File: src/rtl/derand_parm.sv
// rtl/derand_parm.sv - receive-side 1+x^14+x^15 PRBS derandomizer, w bits/beat, burst framed.
// Optional len_err port when DERAND_ERR_EN is defined.
module derand_parm #(
    parameter int w = 8
) (
    input  logic         clk,
    input  logic         reset,
    input  logic [w-1:0] in_bits,
    input  logic         in_valid,
    output logic         in_ready,
    output logic [w-1:0] out_bits,
    output logic         out_valid,
    input  logic         out_ready,
    output logic         out_last,
    input  logic [14:0]  rand_iv,
    input  logic [15:0]  burst_len,
    input  logic         reload,
    output logic         busy
`ifdef DERAND_ERR_EN
    ,
    output logic         len_err
`endif
);

    localparam logic [0:0] IDLE = 1'b0;
    localparam logic [0:0] RUN  = 1'b1;

    logic [0:0]   state;
    logic [14:0]  vect;
    logic [15:0]  count;
    logic [14:0]  vect_step;
    logic [14:0]  next_vect;
    logic [w-1:0] mask;
    logic         accept;

    // Unrolled w-step advance; in_bits[w-1] sees the first PRBS bit.
    always_comb begin
        vect_step = vect;
        mask      = '0;
        for (int i = w - 1; i >= 0; i--) begin
            mask[i]   = vect_step[14] ^ vect_step[13];
            vect_step = {vect_step[13:0], vect_step[14] ^ vect_step[13]};
        end
        next_vect = vect_step;
    end

    assign in_ready = (state == RUN) & ~reload & (~out_valid | out_ready);
    assign accept   = in_valid & in_ready;
    assign busy     = (state == RUN);

    always_ff @(posedge clk or negedge reset) begin
        if (!reset) begin
            state <= IDLE;
            vect  <= '0;
            count <= '0;
        end else if (reload) begin
            // A zero-length reload cannot start a burst; in RUN it just ends the current one.
            if (burst_len != 16'd0) begin
                vect  <= rand_iv;
                count <= burst_len;
                state <= RUN;
            end else begin
                state <= IDLE;
            end
        end else if (accept) begin
            vect  <= next_vect;
            count <= count - 16'd1;
            if (count == 16'd1) begin
                state <= IDLE;
            end
        end
    end

    always_ff @(posedge clk or negedge reset) begin
        if (!reset) begin
            out_bits  <= '0;
            out_valid <= 1'b0;
            out_last  <= 1'b0;
        end else if (accept) begin
            out_bits  <= in_bits ^ mask;
            out_valid <= 1'b1;
            out_last  <= (count == 16'd1);
        end else if (out_ready) begin
            out_valid <= 1'b0;
            out_last  <= 1'b0;
        end
    end

`ifdef DERAND_ERR_EN
    always_ff @(posedge clk or negedge reset) begin
        if (!reset) begin
            len_err <= 1'b0;
        end else begin
            len_err <= reload & ((state == RUN) | (burst_len == 16'd0));
        end
    end
`endif

endmodule
File: config.mk
export PLATFORM = sky130hd
export DESIGN_NAME = derand_parm
export DESIGN_NICKNAME = d
export VERILOG_FILES = /design/src/rtl/derand_parm.sv
export SDC_FILE = /design/constraint.sdc
export NUM_CORES = 1
export LEC_CHECK = 0
export CAP_MARGIN = 20
export CORE_MARGIN = 3
export CORE_UTILIZATION = 56
export CTS_BUF_LIST = sky130_fd_sc_hd__clkbuf_8
export CTS_CLUSTER_SIZE = 28
export DETAILED_ROUTE_END_ITERATION = 8
export PLACE_DENSITY = 0.87
export SLEW_MARGIN = 15
export SYNTH_ARGS = -nofsm -noshare
export SYNTH_HDL_FRONTEND = slang
export SYNTH_SLANG_ARGS = --single-unit
File: constraint.sdc
create_clock -name clk -period 3.3 [get_ports clk]
set_clock_uncertainty 0.1 [all_clocks]
set_input_delay 0.825 -clock clk [delete_from_list [all_inputs] [get_ports clk]]
set_output_delay 0.825 -clock clk [all_outputs]
set_load 0.005 [all_outputs]
Word-level counts from Yosys, hierarchy flattened
Cells that the tools add are included.
{ "op_classes": {"n_addsub": 1, "n_bitwise": 15, "n_eq_ne": 2, "mux": 13, "reduce_logical": 6} }
{ "ops": {"columns": ["cell", "n"], "rows": [
  ["16-bit two-way mux", 3],
  ["15-bit two-way mux", 3],
  ["16-bit by 1-bit == test with 1-bit output, second input constant", 1],
  ["16-bit nonzero test", 1],
  ["16-bit by 1-bit subtractor with 16-bit output, second input constant", 1],
  ["1-bit bitwise XOR", 8],
  ["8-bit bitwise XOR", 1],
  ["1-bit two-way mux", 7],
  ["2-bit nonzero test", 3],
  ["2-bit AND reduction", 2],
  ["1-bit AND", 3],
  ["2-bit by 1-bit inequality test with 1-bit output, second input constant", 1],
  ["1-bit inverter", 2],
  ["1-bit OR", 1]
]} }
{ "word_totals": {"out_inout_bits": 12, "word_cells": 43, "inputBits": 44, "ff_bits": 42} }

Depth between registers and ports, before layout
Gate-level depths: netlist of run 1.
{ "depth": {"ltp_word": 6, "mapped_depth": 7, "mapped_depth_nobuf": 5} }

Least setup slack after synthesis of run 1
No wires, ideal clock.
{ "synth_path": {"path_type": "input port to flip-flop", "startpoint": "in burst_len[11]", "endpoint": "reg count[6]", "required_ns": 3.074, "setup_slack_ns": 0.895, "path_buffers": 2, "arrival_time_ns": 2.179, "setup_time_ns": 0.126, "stages": 6, "path_cell_list": "nor4_1 a41o_1 buf_2 nand2_1 buf_2 a221o_1"} }
{ "synth_between": {"elab_chain_len": 3} }
{ "synth_rtl": {"columns": ["item", "line_no", "rtl"], "rows": [
  ["start: declaration", "16", "input logic [15:0] burst_len,"],
  ["16-bit nonzero test", "58", "if (burst_len != 16'd0) begin"],
  ["2-bit by 1-bit inequality test with 1-bit output (no source line)", null, null],
  ["2-bit AND reduction (no source line)", null, null],
  ["end signal: assignment", "60", "count <= burst_len;"],
  ["end signal: assignment", "67", "count <= count - 16'd1;"],
  ["end: declaration", "30", "logic [15:0] count;"]
]} }
No other way between the ends.
A chain may end at the register's enable or synchronous reset.

Worst setup path after layout of run 1
{ "layout_path": {"startpoint": "in reload", "endpoint": "out in_ready"} }
{ "layout_between": {"elab_chain_len": 3} }
{ "layout_rtl": {"columns": ["item", "line_no", "rtl"], "rows": [
  ["start: declaration", "17", "input logic reload,"],
  ["1-bit inverter", "47", "assign in_ready = (state == RUN) & ~reload & (~out_valid | out_ready);"],
  ["1-bit AND (2 in series)", "47", null],
  ["end: declaration", "10", "output logic in_ready,"]
]} }
No other way between the ends.

==> results of run 1 <==
[cells in the mapped netlist (all sizes together), types with 2 or more instances]
library cell,instances
a41oi,2
nand3,6
mux2i,5
or3,2
a211o,2
mux2,32
a21oi,4
or4,5
o21ai,17
dfrtp,42
o31ai,3
inv,10
o32ai,5
nor4,7
a41o,3
clkbuf,11
nand4,9
buf,5
nor2,6
xnor2,8
a31oi,6
nand2,22
and3,3
nor3,5
ha,2
xor2,8
[sequential cells by signal, indices dropped and copies added, names as in the netlist]
| signal | count |
|---|---|
| busy | 1 |
| out_valid | 1 |
| vect | 15 |
| out_last | 1 |
| out_bits | 8 |
| count | 16 |
[power breakdown]
| group | internal, mW | switching (mW) |
|---|---|---|
| logic | 0.378 | 0.270 |
| registers | 0.662 | 0.121 |
| clock network | 0.223 | 0.188 |
| total | 1.26 | 0.579 |
[per-layer routing]
layer	share of wire (%)	up-vias
li1	-	1019
met1	40	1051
met2	51	101
met3	6.8	21
met4	2.9	0
met5	0	-
[metrics by stage]
step / hold slack (ns) / instance area, um2 / worst slack [ns]
finish: 0.387 / 3190 / 0.303
global route: 0.403 / 3190 / 0.208
CTS: 0.394 / 3190 / 0.298
detailed placement: 0.373 / 3080 / 0.298
global placement: 0.363 / 3080 / 0.336
floorplan: 0.372 / 2520 / 0.895
[worst max-delay path by stage]
stage,endpoint
finish,in_ready
global route,in_ready
CTS,in_ready
detailed placement,in_ready
global placement,in_ready
floorplan,count[6]$_DFFE_PN0P_
[area by class of cell]
class,count,area [um2]
clock buffers,5,68.8
clock inverters,3,41.3
fillers,303,985
inverters,10,37.5
multi-input cells,174,1290
flip-flops and latches,42,1050
well taps,50,62.6
repair buffers,67,636
[layout by cell type, fill, tap and decap left out, types with 2 or more instances in the layout]
cell type         n
a211o_1           2
a21oi_1           4
a31oi_1           6
a41o_1            3
a41oi_1           2
and3_1            3
buf_4            12
clkbuf_8          5
clkdlybuf4s50_1  54
dfrtp_1          42
ha_1              2
inv_1            11
mux2_2           32
mux2i_1           5
nand2_1          22
nand3_1           6
nand4_1           9
nor2_1            6
nor3_1            5
nor4_1            7
o21ai_0          17
o31ai_1           3
o32ai_1           5
or4_1             3
xnor2_1           8
xor2_1            8
[worst max-delay path, stage by stage]
cell	delay [ns]
clkdlybuf4s50_1	0.45
inv_1	0.09
nand2_1	0.06
a21oi_1	0.13
clkdlybuf4s50_1	0.52
[cells by family after synthesis]
family,share of synthesized area (%)
AO/OA/AOI/OAI,14.4
XOR/XNOR,5.56
adder cells (fa/ha/maj),0.993
buffers and inverters,7.00
flip-flops,41.7
multiplexers,16.3
AND/OR/NAND/NOR,14.1
==> out/results.tsv, run 1 <==
stage	metric	value	unit
run_status	status	completed	
critical_path	Critical Path Start	reload	
cts	Setup Buffers After CTS	0	
worst_hold_path	min-delay src	out_bits[1]$_DFFE_PN0P_	
synthesis	Synth Flop Type	dfrtp_1	
sta	Tightest Pin Transition	0.929	ns
critical_path	worst r2r path cells	4	
cts	CTS hold repair buffers	0	
cts	TritonCTS Buffers	5	
routing	drt pass-1 iters	5	
floorplanning	die height	73.1	um
placement	HPWL after DPL	4880	um
floorplanning	I/O pins	56	
cts	post-cts resize count	0	
worst_hold_path	worst hold-check path type	reg2reg	
cts	H-tree depth	2	
layout	Non-Filler Instances	351	
sta	Fmax	0.334	GHz
cts	root buffer cell	clkbuf_8	
sta	minimum clock period	3.00	ns
sta	setup violators final	0	
synthesis	Seq/Total Area, Yosys	41.7	%
critical_path	R2R Setup Slk	1.14	ns
cts	clk buf depth	2	
sta	TNS Setup	0	ns
routing	routed len/inst	18.3	um
placement	placed insts	343	
layout	synth-to-layout area growth	26.6	%
synthesis	Mapped Area	2520	um2
worst_hold_path	Hold Path Sink	out_bits[1]$_DFFE_PN0P_	
synthesis	synth unique cells	45	
layout	Inserted Diodes	0	
global_route	met2 usage	43.2	%
flow_run	maximum capacitance violations	0	
global_route	largest net degree at the start of global routing	43	
routing	via/cell ratio	6.25	
sta	Max-slew headroom	38.0	%
routing	Routed WL	6410	um
layout	Layout Nets	346	
floorplanning	die width	73.1	um
critical_path	Crit Path Max Fanout	3	
synthesis	top cells by area, synth	dfrtp_1 42%, mux2_2 14%, o21ai_0 3.4%, nand2_1 3.3%, xnor2_1 2.8%	
sta	Tcrit/Tclk final	90.8	%
critical_path	Worst Setup End Kind	output pin	
synthesis	Synth Register Bits	42	
layout	layout cells sized above 1	18.9	%
global_route	Most Crowded Layer GR	met2	
global_route	met1 GRT Util	32.5	%
synthesis	leading area contributor after synthesis	dfrtp_1	
synthesis	async set or reset register ratio after synthesis	100	%
global_route	GRT Util Overall	25.7	%
routing	# DRC	0	
global_route	total grt overflow	0	
sta	Final Hold Viols	0	
routing	Vias	2192	
pwr	Static Leakage	1.33	nW
layout	fin util	76.4	%
cts	clock latency at the later pin of the worst-skew pair	0.30	ns
critical_path	reg2reg end	count[14]$_DFFE_PN0P_	
cts	CTS tree	done	
floorplanning	initial core utilization	60.4	%
global_route	global-route wire length before repair	10400	um
pwr	pwr dens	578	nW/um2
sta	unrepaired setup endpoints after global routing	false	
global_route	met3 Resource Use GR	4.96	%
synthesis	Cells after Synth	243	
critical_path	required time of the critical path	2.37	ns
floorplanning	CORE AREA	4170	um2
cts	Worst-path clk slew	0.08	ns
cts	Clock Sinks	42	
global_route	vias in the first global route	2135	
synthesis	syn_nets	289	
synthesis	Synth warnings	0	
placement	RePlAce Congestion	0.927	
floorplanning	Die Area	5340	um2
pwr	Tot Pwr	1.84	mW
pwr	VDD IR max	0.372	mV
critical_path	WP data arrival	2.07	ns
synthesis	Yosys top cell area share	41.7	%
routing	post-route ant nets	0	
critical_path	CP Launch Type	primary input	
global_route	initial antenna violation count	0	
critical_path	kind of critical path	in2out	
critical_path	reg2reg start	count[11]$_DFFE_PN0P_	
placement	IO Port Bufs	55	
worst_hold_path	worst hold path depth	2	
synthesis	mean post-synth cell area	10.4	um2
routing	1st-iter DRT viols	244	
floorplanning	# rows	23	
sta	Pins Over Slew Limit	0	
synthesis	EDFF count, synth	0	
(Power assumes the default switching activity.)
==> run 2: changes to the inputs <==
--- a/config.mk
+++ b/config.mk
@@ -9,7 +9,7 @@
 export CORE_MARGIN = 3
 export CORE_UTILIZATION = 56
 export CTS_BUF_LIST = sky130_fd_sc_hd__clkbuf_8
-export CTS_CLUSTER_SIZE = 28
+export CTS_CLUSTER_SIZE = 24
 export DETAILED_ROUTE_END_ITERATION = 8
 export PLACE_DENSITY = 0.87
 export SLEW_MARGIN = 15
==> results of run 2 <==
The final DEF is identical to that of run 1; final timing and power are the same.
